## config.mk

```make
export PLATFORM = sky130hd
export DESIGN_NAME = bp_be_mmu_lite_flat
export DESIGN_NICKNAME = d
export VERILOG_FILES = /design/src/rtl/bp_be_mmu_lite_pkg.sv /design/src/rtl/bp_be_mmu_lite_if.sv /design/src/rtl/bp_be_load_align.sv /design/src/rtl/bp_be_mmu_lite.sv /design/src/flat_wrapper.sv
export SDC_FILE = /design/constraint.sdc
export NUM_CORES = 1
export LEC_CHECK = 0
export BUFFER_PORTS_ARGS = -buffer_cell sky130_fd_sc_hd__buf_2
export CORE_MARGIN = 5
export CORE_UTILIZATION = 28
export DETAILED_ROUTE_END_ITERATION = 8
export PLACE_DENSITY_LB_ADDON = 0.25
export SETUP_SLACK_MARGIN = 0.2
export SYNTH_ARGS = -nofsm -noshare
export SYNTH_HDL_FRONTEND = slang
export SYNTH_SLANG_ARGS = --single-unit
```

## constraint.sdc

```tcl
create_clock -name clk_i -period 2.9 [get_ports clk_i]
set_clock_uncertainty 0.15 [all_clocks]
set_input_delay 0.58 -clock clk_i [delete_from_list [all_inputs] [get_ports clk_i]]
set_output_delay 0.58 -clock clk_i [all_outputs]
set_load 0.005 [all_outputs]
```

## src/rtl/bp_be_mmu_lite_pkg.sv

```systemverilog
// bp_be_mmu_lite_pkg: shared types and mem_op decode for the identity-mapped MMU
package bp_be_mmu_lite_pkg;
    localparam int mem_op_width_lp = 4;

    typedef enum logic [1:0] {e_mmu_ready, e_mmu_wait, e_mmu_miss} bp_be_mmu_state_e;

    typedef enum logic [3:0] {
        e_lb, e_lh, e_lw, e_ld, e_lbu, e_lhu, e_lwu, e_sb, e_sh, e_sw, e_sd
    } bp_be_mem_op_e;

    typedef struct packed {
        logic cache_miss_v;
        logic load_misaligned_v;
        logic store_misaligned_v;
    } bp_be_mmu_exception_s;

    typedef struct packed {
        logic [63:0]          data;
        bp_be_mmu_exception_s exception;
    } bp_be_mmu_resp_s;

    // Everything of the dcache packet except the parameter-sized paddr, which leads it
    typedef struct packed {
        logic [7:0]  byte_mask;
        logic [63:0] wdata;
        logic        we;
    } bp_be_dcache_pkt_s;

    function automatic logic [1:0] mem_op_lg_size(bp_be_mem_op_e op);
        return (op inside {e_lb, e_lbu, e_sb}) ? 2'd0
             : (op inside {e_lh, e_lhu, e_sh}) ? 2'd1
             : (op inside {e_lw, e_lwu, e_sw}) ? 2'd2 : 2'd3;
    endfunction

    function automatic logic mem_op_is_store(bp_be_mem_op_e op);
        return op inside {e_sb, e_sh, e_sw, e_sd};
    endfunction

    function automatic logic mem_op_is_signed(bp_be_mem_op_e op);
        return op inside {e_lb, e_lh, e_lw};
    endfunction
endpackage

```

## src/rtl/bp_be_mmu_lite_if.sv

```systemverilog
// bp_be_mmu_lite_if: MMU command/response and dcache request/response bundle
interface bp_be_mmu_lite_if
    import bp_be_mmu_lite_pkg::*;
#(
    parameter int vaddr_width_p = 39,
    parameter int paddr_width_p = 39
);
    logic [mem_op_width_lp+64+vaddr_width_p-1:0]        mmu_cmd_i;
    logic                                               mmu_cmd_v_i;
    logic                                               mmu_cmd_ready_o;
    bp_be_mmu_resp_s                                    mmu_resp_o;
    logic                                               mmu_resp_v_o;
    logic [paddr_width_p+$bits(bp_be_dcache_pkt_s)-1:0] dcache_pkt_o;
    logic                                               dcache_pkt_v_o;
    logic                                               dcache_ready_i;
    logic [63:0]                                        dcache_data_i;
    logic                                               dcache_v_i;
    logic                                               dcache_miss_i;

    modport slave (
        input  mmu_cmd_i, mmu_cmd_v_i, dcache_ready_i, dcache_data_i, dcache_v_i, dcache_miss_i,
        output mmu_cmd_ready_o, mmu_resp_o, mmu_resp_v_o, dcache_pkt_o, dcache_pkt_v_o
    );

    modport master (
        output mmu_cmd_i, mmu_cmd_v_i, dcache_ready_i, dcache_data_i, dcache_v_i, dcache_miss_i,
        input  mmu_cmd_ready_o, mmu_resp_o, mmu_resp_v_o, dcache_pkt_o, dcache_pkt_v_o
    );
endinterface

```

## src/rtl/bp_be_load_align.sv

```systemverilog
// bp_be_load_align: selects and sign/zero-extends a load from a doubleword-aligned read
module bp_be_load_align
    import bp_be_mmu_lite_pkg::*;
(
    input  logic [63:0]   data,
    input  logic [2:0]    offset,
    input  bp_be_mem_op_e op,
    output logic [63:0]   result
);
    logic [63:0] shifted;
    logic [1:0]  lg;
    logic        sx;

    assign shifted = data >> {offset, 3'b000};
    assign lg      = mem_op_lg_size(op);
    assign sx      = mem_op_is_signed(op);
    assign result  = (lg == 2'd0) ? {{56{sx & shifted[7]}}, shifted[7:0]}
                   : (lg == 2'd1) ? {{48{sx & shifted[15]}}, shifted[15:0]}
                   : (lg == 2'd2) ? {{32{sx & shifted[31]}}, shifted[31:0]} : shifted;
endmodule

```

## src/rtl/bp_be_mmu_lite.sv

```systemverilog
// bp_be_mmu_lite: identity-mapped MMU issuing aligned loads/stores to the L1 dcache
module bp_be_mmu_lite
    import bp_be_mmu_lite_pkg::*;
#(
    parameter int vaddr_width_p             = 39,
    parameter int paddr_width_p             = 39,
    parameter int lce_sets_p                = 64,
    parameter int cce_block_size_in_bytes_p = 64
) (
    input logic             clk_i,
    input logic             reset_i,
    bp_be_mmu_lite_if.slave mmu
);
    localparam int cmd_width_lp = mem_op_width_lp + 64 + vaddr_width_p;

    if (paddr_width_p > vaddr_width_p || lce_sets_p < 1 || cce_block_size_in_bytes_p < 8) begin : g_bad_params
        $error("bp_be_mmu_lite: invalid parameters");
    end

    bp_be_mmu_state_e  state_r, state_n;
    bp_be_mem_op_e     op_r, cmd_op;
    logic [2:0]        off_r, off;
    logic              mis_r, misaligned;
    logic [63:0]       rs2, load_data;
    logic [1:0]        lg;
    logic              cmd_ready, accept, in_wait, hit, miss, st_r;
    bp_be_dcache_pkt_s pkt;

    assign cmd_op     = bp_be_mem_op_e'(mmu.mmu_cmd_i[cmd_width_lp-1 -: mem_op_width_lp]);
    assign rs2        = mmu.mmu_cmd_i[vaddr_width_p +: 64];
    assign off        = mmu.mmu_cmd_i[2:0];
    assign lg         = mem_op_lg_size(cmd_op);
    assign misaligned = ((lg == 2'd1) & off[0]) | ((lg == 2'd2) & (|off[1:0])) | ((lg == 2'd3) & (|off));
    assign cmd_ready  = (state_r == e_mmu_ready) & mmu.dcache_ready_i;
    assign accept     = mmu.mmu_cmd_v_i & cmd_ready;

    assign pkt.byte_mask = ((lg == 2'd0) ? 8'h01 : (lg == 2'd1) ? 8'h03 : (lg == 2'd2) ? 8'h0f : 8'hff) << off;
    assign pkt.wdata     = (lg == 2'd0) ? {8{rs2[7:0]}} : (lg == 2'd1) ? {4{rs2[15:0]}}
                         : (lg == 2'd2) ? {2{rs2[31:0]}} : rs2;
    assign pkt.we        = mem_op_is_store(cmd_op);

    assign mmu.mmu_cmd_ready_o = cmd_ready;
    assign mmu.dcache_pkt_o    = {mmu.mmu_cmd_i[paddr_width_p-1:0], pkt};
    assign mmu.dcache_pkt_v_o  = accept & ~misaligned;

    always_ff @(posedge clk_i or posedge reset_i) begin
        if (reset_i) begin
            state_r <= e_mmu_ready;
            op_r    <= e_ld;
            off_r   <= 3'd0;
            mis_r   <= 1'b0;
        end else begin
            state_r <= state_n;
            if (accept) begin
                op_r  <= cmd_op;
                off_r <= off;
                mis_r <= misaligned;
            end
        end
    end

    // A miss outranks a simultaneous hit; a misaligned command never reached the dcache
    always_comb begin
        state_n = state_r;
        case (state_r)
            e_mmu_ready: state_n = accept ? e_mmu_wait : e_mmu_ready;
            e_mmu_wait:  state_n = mis_r ? e_mmu_ready : mmu.dcache_miss_i ? e_mmu_miss
                                 : mmu.dcache_v_i ? e_mmu_ready : e_mmu_wait;
            e_mmu_miss:  state_n = mmu.dcache_ready_i ? e_mmu_ready : e_mmu_miss;
            default:     state_n = e_mmu_ready;
        endcase
    end

    bp_be_load_align align (.data(mmu.dcache_data_i), .offset(off_r), .op(op_r), .result(load_data));

    assign in_wait = state_r == e_mmu_wait;
    assign st_r    = mem_op_is_store(op_r);
    assign miss    = in_wait & ~mis_r & mmu.dcache_miss_i;
    assign hit     = in_wait & ~mis_r & mmu.dcache_v_i & ~mmu.dcache_miss_i;

    assign mmu.mmu_resp_v_o                           = in_wait & (mis_r | mmu.dcache_v_i | mmu.dcache_miss_i);
    assign mmu.mmu_resp_o.data                        = (hit & ~st_r) ? load_data : 64'd0;
    assign mmu.mmu_resp_o.exception.cache_miss_v       = miss;
    assign mmu.mmu_resp_o.exception.load_misaligned_v  = in_wait & mis_r & ~st_r;
    assign mmu.mmu_resp_o.exception.store_misaligned_v = in_wait & mis_r & st_r;

    assert property (@(posedge clk_i) disable iff (reset_i)
        (in_wait & ~mis_r) |-> (mmu.dcache_v_i | mmu.dcache_miss_i))
        else $error("bp_be_mmu_lite: dcache gave no response in WAIT");
endmodule
```

## src/flat_wrapper.sv

```systemverilog
// flat-port wrapper written by rule: the top's interface ports become plain ports
module bp_be_mmu_lite_flat import bp_be_mmu_lite_pkg::*;
#(
    parameter int vaddr_width_p             = 39,
    parameter int paddr_width_p             = 39,
    parameter int lce_sets_p                = 64,
    parameter int cce_block_size_in_bytes_p = 64
)
  (clk_i, reset_i, mmu_mmu_cmd_i, mmu_mmu_cmd_v_i, mmu_dcache_ready_i, mmu_dcache_data_i, mmu_dcache_v_i, mmu_dcache_miss_i, mmu_mmu_cmd_ready_o, mmu_mmu_resp_o, mmu_mmu_resp_v_o, mmu_dcache_pkt_o, mmu_dcache_pkt_v_o);
  bp_be_mmu_lite_if #(.vaddr_width_p(vaddr_width_p), .paddr_width_p(paddr_width_p)) mmu_i ();
  input logic clk_i;
  input logic reset_i;
  input wire logic [$bits(mmu_i.mmu_cmd_i)-1:0] mmu_mmu_cmd_i;
  input wire logic [$bits(mmu_i.mmu_cmd_v_i)-1:0] mmu_mmu_cmd_v_i;
  input wire logic [$bits(mmu_i.dcache_ready_i)-1:0] mmu_dcache_ready_i;
  input wire logic [$bits(mmu_i.dcache_data_i)-1:0] mmu_dcache_data_i;
  input wire logic [$bits(mmu_i.dcache_v_i)-1:0] mmu_dcache_v_i;
  input wire logic [$bits(mmu_i.dcache_miss_i)-1:0] mmu_dcache_miss_i;
  output wire logic [$bits(mmu_i.mmu_cmd_ready_o)-1:0] mmu_mmu_cmd_ready_o;
  output wire logic [$bits(mmu_i.mmu_resp_o)-1:0] mmu_mmu_resp_o;
  output wire logic [$bits(mmu_i.mmu_resp_v_o)-1:0] mmu_mmu_resp_v_o;
  output wire logic [$bits(mmu_i.dcache_pkt_o)-1:0] mmu_dcache_pkt_o;
  output wire logic [$bits(mmu_i.dcache_pkt_v_o)-1:0] mmu_dcache_pkt_v_o;
  assign mmu_i.mmu_cmd_i = mmu_mmu_cmd_i;
  assign mmu_i.mmu_cmd_v_i = mmu_mmu_cmd_v_i;
  assign mmu_i.dcache_ready_i = mmu_dcache_ready_i;
  assign mmu_i.dcache_data_i = mmu_dcache_data_i;
  assign mmu_i.dcache_v_i = mmu_dcache_v_i;
  assign mmu_i.dcache_miss_i = mmu_dcache_miss_i;
  assign mmu_mmu_cmd_ready_o = mmu_i.mmu_cmd_ready_o;
  assign mmu_mmu_resp_o = mmu_i.mmu_resp_o;
  assign mmu_mmu_resp_v_o = mmu_i.mmu_resp_v_o;
  assign mmu_dcache_pkt_o = mmu_i.dcache_pkt_o;
  assign mmu_dcache_pkt_v_o = mmu_i.dcache_pkt_v_o;
  bp_be_mmu_lite #(.vaddr_width_p(vaddr_width_p), .paddr_width_p(paddr_width_p), .lce_sets_p(lce_sets_p), .cce_block_size_in_bytes_p(cce_block_size_in_bytes_p)) u_core (.clk_i(clk_i), .reset_i(reset_i), .mmu(mmu_i));
endmodule
```

# Word level (Yosys, flattened, before mapping)
# Index checks and enable logic that the tools add are counted.
# classes
n_shift	2
n_mux	22
n_eq_ne	25
n_reduce_logical	16
bitwise	26
# op_table
cell	n
2-to-1 mux 64 bit	7
>> shifter 64 x 6 -> 64 bit	1
equality test 4 x 3 -> 1 bit, second input constant	8
equality test 4 bit, second input constant	6
2-to-1 mux 8 bit	3
nonzero test 3 bit	7
AND 1 bit	18
2-to-1 mux 2 bit	7
equality test 2 bit, second input constant	4
equality test 4 x 1 -> 1 bit, second input constant	2
equality test 4 x 2 -> 1 bit, second input constant	2
zero test 4 bit	2
nonzero test 4 bit	2
left shift 8 x 3 -> 8 bit	1
equality test 2 x 1 -> 1 bit, second input constant	3
zero test 2 bit	3
case mux 2 bit (3 select lines)	1
2-to-1 mux 1 bit	4
inverter 1 bit	4
OR 1 bit	4
OR reduction 3 bit	1
OR reduction 2 bit	1
# word_totals
output_inout_bits	182
reg_bits	10
in_bits	177
word_cells	95

# Longest topological paths before layout
# Gate-level depths: netlist of run 1.
# depth
word_depth	11
ltp_mapped	9
ltp_nobuf	5

# By module
# A second synthesis of run 1 with hierarchy kept.
# hier_totals
cells_unflattened	722
hier_area_um2	4848.4
# modules_own_cells
module	instances	area_per_inst_um2	cells_per_inst
bp_be_mmu_lite	1	2667.6	397
bp_be_load_align	1	2180.8	325

# Worst setup path before layout of run 1
# Ideal clock, no wire load.
# synth_path
kind	input-to-output
start	in mmu_mmu_cmd_i[106]
end	out mmu_dcache_pkt_o[69]
path_slack_ns	0.137
cell_stages	9
required_time_ns	2.170
t_arrival_ns	2.033
path_cell_list	clkbuf_2 nor2b_1 a31oi_1 buf_4 and2_1 buf_2 buf_2 nor2_1 o32ai_1
# synth_between
elab_chain_len	10
word_cells_on_any_way	22
classes_between	eq/ne: 10; shift: 1; mux: 6; reduce/logical: 5
# synth_lines
element	line_no	rtl
start: declaration	flat_wrapper.sv:13	input wire logic [$bits(mmu_i.mmu_cmd_i)-1:0] mmu_mmu_cmd_i;
equality test 4 x 2 -> 1 bit, or another cell as far along	bp_be_mmu_lite_pkg.sv:32	: (op inside {e_lw, e_lwu, e_sw}) ? 2'd2 : 2'd3;
nonzero test 3 bit	bp_be_mmu_lite_pkg.sv:32	
2-to-1 mux 1 bit	bp_be_mmu_lite_pkg.sv:32	
2-to-1 mux 2 bit	bp_be_mmu_lite_pkg.sv:31	: (op inside {e_lh, e_lhu, e_sh}) ? 2'd1
2-to-1 mux 2 bit *	bp_be_mmu_lite_pkg.sv:30	return (op inside {e_lb, e_lbu, e_sb}) ? 2'd0
equality test 2 bit	bp_be_mmu_lite.sv:37	assign pkt.byte_mask = ((lg == 2'd0) ? 8'h01 : (lg == 2'd1) ? 8'h03 : (lg == 2'd2) ? 8'h0f : 8'hff) << off;
2-to-1 mux 8 bit (2 in series)	bp_be_mmu_lite.sv:37	
2-to-1 mux 8 bit *	bp_be_mmu_lite.sv:37	
left shift 8 x 3 -> 8 bit *	bp_be_mmu_lite.sv:37	
end: declaration	flat_wrapper.sv:22	output wire logic [$bits(mmu_i.dcache_pkt_o)-1:0] mmu_dcache_pkt_o;
# Mark *: on every way between the ends. The rest lies on a longest branch, timed or not.

# Final worst setup path of run 1
# layout_path
start	reg u_core.off_r[0]
end	out mmu_mmu_resp_o[20]
# layout_between
elab_chain_len	5
word_cells_on_any_way	7
classes_between	shift: 1; mux: 4; bitwise: 2
# layout_lines
element	line_no	rtl
start: declaration	bp_be_mmu_lite.sv:22	logic [2:0] off_r, off;
start signal: assignment	bp_be_mmu_lite.sv:50	off_r <= 3'd0;
start signal: assignment	bp_be_mmu_lite.sv:56	off_r <= off;
>> shifter 64 x 6 -> 64 bit *	bp_be_load_align.sv:14	assign shifted = data >> {offset, 3'b000};
2-to-1 mux 64 bit or AND 1 bit (tied branches)	bp_be_load_align.sv:19, bp_be_load_align.sv:18	
2-to-1 mux 64 bit	bp_be_load_align.sv:18	: (lg == 2'd1) ? {{48{sx & shifted[15]}}, shifted[15:0]}
2-to-1 mux 64 bit *	bp_be_load_align.sv:17	assign result = (lg == 2'd0) ? {{56{sx & shifted[7]}}, shifted[7:0]}
2-to-1 mux 64 bit *	bp_be_mmu_lite.sv:82	assign mmu.mmu_resp_o.data = (hit & ~st_r) ? load_data : 64'd0;
end: declaration	flat_wrapper.sv:20	output wire logic [$bits(mmu_i.mmu_resp_o)-1:0] mmu_mmu_resp_o;
# Marked as above.

==> results.ini, run 1 <==
[outcome]
status = finished, violations left
failed_checks = setup timing

[min_path]
hp-class = in -> async

[routing]
drc = 0
wire_per_inst_um = 19.44
first_pass_iters = 5
num_vias = 6029
postRouteAntennaNets = 0
routed_wl_mm = 22.51
vias_per_cell = 5.206
drtIter0Drc = 266

[power]
total_power_mw = 3.056
peakVddDrop_v = 0.0001770
power.density_nw_per_um2 = 433.0
power.leakage_nw = 3.551

[finish]
layout-drive-gt1-share_pct = 54.02
final_cell_mix = 280 x buf_2, 92 x nand2_1, 55 x buf_4
layout_commonest_cell = buf_2
num-nets-final = 1111
design_area_um2 = 7058
syn_to_final_growth_pct = 51.80

[die]
die_w_um = 138.9
dieHeight_um = 138.9
pin_count = 359
die_area_um2 = 19280
rows = 47
core-area_um2 = 16470
initial_utilization_pct = 28.24

[timing]
slew_headroom_pct = 68.22
hold_viol_final = 0
period_minus_slack_ps = 3041
slew_violations = 0
setup_tns_ps = -6188
setup_violations = 56
fmax_ghz = 0.3288
worstMarginPinSlew_ps = 476.7
finalWorstSetupSlack_ps = -141.4
finalCritPeriodShare_pct = 104.9
rsz0062_at_grt = yes
whs_ps = 173.9

[logic_synthesis]
yosysTopAreaCell = mux2i_1
syn-cell-area_um2 = 4649
ys.warnings.count = 0
synth_cell_type_count = 48
synth_area_leaders = mux2i_1 12%, buf_4 8.7%, a21oi_2 7.5%
syn-num-nets = 855
ys_ff_latch = 10
synth_edf_count = 0
async_reset_ff_share_pct = 100.0
synth_cells = 678
syn_avg_cell_area_um2 = 6.858
synthFlopType = dfrtp_1
synth.top_cell.area_share_pct = 11.84
ys_seq_area_share_pct = 5.436

[grt]
gr-usage-all-layers_pct = 20.95
grt_max_degree = 67
antenna_found_initial = 9
grt-ovfl-total = 0
grt_pass1_wl_mm = 33.34
grt_pass1_vias = 5772

[clock_network]
cts_tree = yes
cts.clk_slew.worst_paths_ps = 40
cts_htree_levels = 1
insertion_delay_ps = 230
cts_sinks = 10
cts_buffers = 3
clk_path_buf_depth = 2
cts-root-buf = clkbuf_16

[critical_path]
slowest_delay_ps = 530
start_kind = flip-flop
critPathLaunch = u_core.off_r[0]
required_ps = 2170
path_cells = mux2i_1, mux4_2, a2111oi_4, o21bai_4, buf_12, a21oi_1, buf_2
reg2reg_from = u_core.state_r[0]
cpMaxStageDelayCell = mux4_2
endpoint_kind = output pin
arrival_ps = 2310
worstPathMaxFanout = 13
path_class = reg -> out

[placement]
gp_congestion = 0.8816
io_buffers = 286
dpl.hpwl_mm = 17.51
placed_cell_area_um2 = 6158

[job]
max-cap-violations = 0

## cell families (layout without fill, tap and decap cells)
kind of cell	count (synthesis)	in the layout	synth area share, %
AO/OA/AOI/OAI	227	227	32.88
buffers and inverters	123	378	15.90
flip-flops	10	10	5.436
multiplexers	94	94	23.71
other	0	5	0
AND/OR/NAND/NOR	224	224	22.07
## metrics by stage
step,worst slack (ps),cells,utilization [%]
finish,-141.4,1158,42.86
global route,-230.2,1158,42.86
CTS,-155.5,1136,40.77
detailed placement,-122.6,1118,37.40
global placement,-89.20,1118,37.40
floorplan,207.4,678,-
## layer usage
metal  up-vias  routed length [um]  GRT usage, %
li1       2936                   -             -
met1      2807                9418         26.76
met2       242               11060         36.41
met3        36                1585         4.276
met4         8                 394         4.686
met5         -                  46             0
## area by class of cell
cell class / count / area [um^2]
multi-input cells: 545 / 3951
diodes: 5 / 12.51
inverters: 6 / 22.52
clock buffers: 4 / 88.84
fillers: 1729 / 9408
well taps: 220 / 275.3
flip-flops and latches: 10 / 259.0
repair buffers: 368 / 2449
## synthesized netlist by cell type, drive strengths merged (10+ instances only)
cell and count:
nand3 24, a211oi 25, nor2 53, clkbuf 35, mux2 29, mux4 10, o21ai 57, buf 82
mux2i 55, a21oi 86, nand2 92, nor2b 24, o211ai 10
## path summary, 6_finish.rpt
| kind | to | slack (ps) | cells past startpoint |
|---|---|---|---|
| setup reg to reg | u_core.off_r[0] | 1250 | 4 |
| max in group asynchronous | u_core.op_r[1] | 2110 | 2 |
| hold reg to reg | u_core.state_r[0] | 370 | 1 |
| hold / removal | u_core.state_r[1] | 170 | 2 |
| setup / recovery | mmu_mmu_resp_o[20] | -140 | 7 |
| min in group clk_i | u_core.state_r[0] | 370 | 1 |
## registers in the layout, summed over array words and instances (netlist names)
name / cells
u_core.op_r: 4
u_core.off_r: 3
u_core.mis_r: 1
u_core.state_r: 2
## worst max-delay path, delay by kind of cell (launching register included)
family	cells	cell delay, ps
AO/OA/AOI/OAI	3	570
buffers and inverters	2	320
flip-flops	1	470
multiplexers	2	700
## what timing repair did
action / in CTS / in global routing
cloned: 5 / 4
buffers inserted: 9 / 13
resized for setup: 74 / 35
pin swaps: 16 / 9
hold buffers: 0 / 0
endpoints found under the setup margin: 97 / 102
## power breakdown
| part | switching (mW) | internal [mW] |
|---|---|---|
| Combinational | 1.40 | 1.14 |
| Sequential | 0.0665 | 0.179 |
| Clock | 0.0630 | 0.207 |
(Power assumes the default switching activity.)
==> run 2: changes to the inputs <==
- SYNTH_HIERARCHICAL: not set -> 1
==> run 2 against run 1 <==
The flow still finishes with violations (setup timing). Sequential cell count stayed put. Via count increased by 5.3%. Die area is 4.0% higher. Maximum frequency down 5.0%. Routed wire length up 3.4%. Sequential power up 5%. Setup slack worse by 160 ps. Largest cell class unchanged.
==> results.ini, run 2 <==
[finish]
final_cell_mix = 281 x buf_2, 72 x nand2_1, 66 x and2_1
syn_to_final_growth_pct = 44.26
layout_commonest_cell = buf_2
stdcell_count = 1205  ; +4.1%
top_register = u_core/op_r
num-nets-final = 1155  ; +4.0%
largestRegisters = u_core/op_r x4, u_core/off_r x3, u_core/state_r x2
largest_reg_flops = 4  ; unchanged
design_area_um2 = 6994  ; -0.90%
layout-drive-gt1-share_pct = 48.72  ; -5.3 points

[critical_path]
regToRegSetupSlack_ps = 1250  ; about the same
required_ps = 2170  ; about the same
slowest_delay_ps = 510  ; -20 ps
reg2reg_from = u_core/state_r[1]
cpMaxStageDelayCell = dfrtp_2
path_class = reg -> out
arrival_ps = 2470  ; +160 ps
worstPathMaxFanout = 8  ; -5
path_cells = mux2_4, mux4_2, nand3_4, o21a_4, clkbuf_16, o21ai_1, and2_1, buf_2
start_kind = flip-flop
endpoint_kind = output pin
critPathLaunch = u_core/off_r[0]

[timing]
worstMarginPinSlew_ps = 482.4  ; +5.702 ps
rsz0062_at_grt = yes
period_minus_slack_ps = 3202  ; +161.1 ps
slew_violations = 0  ; unchanged
hold_viol_final = 0  ; unchanged
fmax_ghz = 0.3123  ; -5.0%
slew_headroom_pct = 67.84  ; -0.38 points
setup_violations = 56  ; unchanged
finalWorstSetupSlack_ps = -302.4  ; -161.1 ps
finalCritPeriodShare_pct = 110.4  ; +5.6 points

[power]
combPwrFrac_pct = 83.6  ; +0.5 points
p_switching_mw = 1.517  ; -0.55%
internal_power_mw = 1.563  ; +2.2%
power.leakage_nw = 3.474  ; -2.2%
peakVddDrop_v = 0.0002210  ; +25%
power.density_nw_per_um2 = 440.4  ; +1.7%
total_power_mw = 3.081  ; +0.80%
pwr-share-seq_pct = 8.3  ; +0.3 points
switching_share_pct = 49.26  ; -0.67 points
clockPowerShare_pct = 8.1  ; -0.7 points

[routing]
vias_per_cell = 5.271  ; +1.2%
num_vias = 6351  ; +5.3%
first_pass_iters = 7  ; +2
drc = 0  ; unchanged
postRouteAntennaNets = 0  ; unchanged
drtIter0Drc = 333  ; +25%
wire_per_inst_um = 19.31  ; -0.67%
routed_wl_mm = 23.27  ; +3.4%

[die]
rows = 48  ; +2.1%
initial_utilization_pct = 28.33  ; +0.089 points
core-area_um2 = 17120  ; +4.0%
die_area_um2 = 20050  ; +4.0%
pin_count = 359  ; unchanged
die_w_um = 141.6  ; +2.0%
dieHeight_um = 141.6  ; +2.0%

[logic_synthesis]
yosysMostFrequentCell = nand2_1
synth_cell_type_count = 61  ; +27%
ys_ff_latch = 10  ; unchanged
synth_common_cells = 72 x nand2_1, 69 x a21oi_1, 68 x and2_1
synthFlopType = dfrtp_1
syn-cell-area_um2 = 4848  ; +4.3%
synth_edf_count = 0  ; unchanged
synth_cells = 722  ; +6.5%
synth.top_cell.area_share_pct = 8.774  ; -3.1 points
yosysTopAreaCell = and2_1
async_reset_ff_share_pct = 100.0  ; unchanged
synth_area_leaders = and2_1 8.8%, buf_4 8.2%, mux2i_1 8.1%
ys.warnings.count = 6  ; +6
ys_seq_area_share_pct = 5.213  ; -0.22 points
syn-num-nets = 899  ; +5.1%
syn_avg_cell_area_um2 = 6.715  ; -2.1%

[outcome]
status = finished, violations left
failed_checks = setup timing

[clock_network]
cts-root-buf = clkbuf_16
insertion_delay_ps = 240  ; about the same
cts.clk_slew.worst_paths_ps = 40  ; about the same
cts_tree = yes
cts_htree_levels = 1  ; unchanged
cts_sinks = 10  ; unchanged
clk_path_buf_depth = 2  ; unchanged
cts_buffers = 3  ; unchanged

[placement]
io_buffers = 286  ; unchanged
gp_congestion = 0.8715  ; -1.1%
placed_cell_area_um2 = 6380  ; +3.6%
dp.cells = 1172  ; +4.8%
dpl.hpwl_mm = 18.09  ; +3.3%

[grt]
grt_pass1_vias = 5998  ; +3.9%
grt_pass1_wl_mm = 33.42  ; +0.25%
grt_max_degree = 65  ; -3.0%
gr-usage-all-layers_pct = 20.45  ; -0.49 points
antenna_found_initial = 3  ; -6
grt-ovfl-total = 0  ; unchanged

[min_path]
hp-class = in -> async

[job]
max-cap-violations = 0  ; unchanged

==> run 2: changes by cell type after synthesis, moves of 16 or more <==
cell     delta
a21oi_1    +23
a21oi_2    -39
and2_1     +66
mux2i_1    -16
nand2_1    -20
nand3_1    -22
==> run 2: power by group through the flow <==
| stage | Combinational, mW | Clock [mW] | Sequential [mW] |
|---|---|---|---|
| floorplan | 1.47 | 0 | 0.221 |
| global placement | 2.24 | 0 | 0.253 |
| detailed placement | 2.23 | 0 | 0.256 |
| CTS | 2.32 | 0.251 | 0.255 |
| global route | 2.78 | 0.262 | 0.266 |
| finish | 2.58 | 0.248 | 0.257 |
==> run 2: routing by layer <==
| metal | vias up | GRT usage (%) | share of wire (%) | routed length (um) |
|---|---|---|---|---|
| met4 | 0 | 4.798 | 2.1 | 493 |
| met2 | 288 | 38.97 | 52 | 12160 |
| met3 | 32 | 3.809 | 7.7 | 1799 |
| met1 | 2953 | 23.39 | 38 | 8811 |
| met5 | - | 0 | 0 | 0 |
| li1 | 3078 | - | - | - |
==> run 2: final timing paths <==
path / cells after the start / to
min in group clk_i: 1 / u_core/state_r[0]
max in group asynchronous: 2 / u_core/op_r[0]
setup reg to reg: 4 / u_core/off_r[0]
setup / recovery: 8 / mmu_mmu_resp_o[53]
hold reg to reg: 1 / u_core/state_r[0]
hold / removal: 2 / u_core/mis_r
==> run 2: what timing repair did <==
| action | in CTS | in global routing |
|---|---|---|
| endpoints found under the setup margin | 69 | 86 |
| pin swaps | 3 | 7 |
| gates cloned | 1 | 7 |
| hold buffers | 0 | 0 |
| setup buffers | 5 | 13 |
| gates resized for setup | 18 | 70 |
==> run 2: cell type report <==
class	count	area, um^2
repair buffers	366	2276
flip-flops and latches	10	257.7
diodes	3	7.507
multi-input cells	582	4036
fillers	1823	10120
inverters	15	56.30
clock buffers	4	78.83
well taps	225	281.5
==> run 2: critical path, delay by kind of cell, from the launching register on <==
kind,cells,cell delay [ps]
AOI/OAI and AO/OA,2,320
buffers and inverters,2,290
DFF,1,510
muxes,2,850
and+or+nand+nor,2,250
==> run 2: cell families after synthesis <==
logic type,after synthesis,share of synthesized area [%]
buffers and inverters,131,16.18
xor gates and xnor gates,1,0.1807
and+or+nand+nor,247,26.25
muxes,78,19.04
DFF,10,5.213
AOI/OAI and AO/OA,255,33.14
==> run 2: per-stage QoR <==
stage,setup WS (ps),hold slack [ps],utilization [%],setup TNS (ps)
3_5_place_dp,-124.9,364.5,37.27,-4160
5_1_grt,-390.7,193.0,40.86,-18250
2_1_floorplan,138.4,268.7,-,0
4_1_cts,-260.5,174.9,38.38,-11710
6_report,-302.4,167.5,40.86,-13010
3_3_place_gp,-119.7,354.9,37.27,-3879
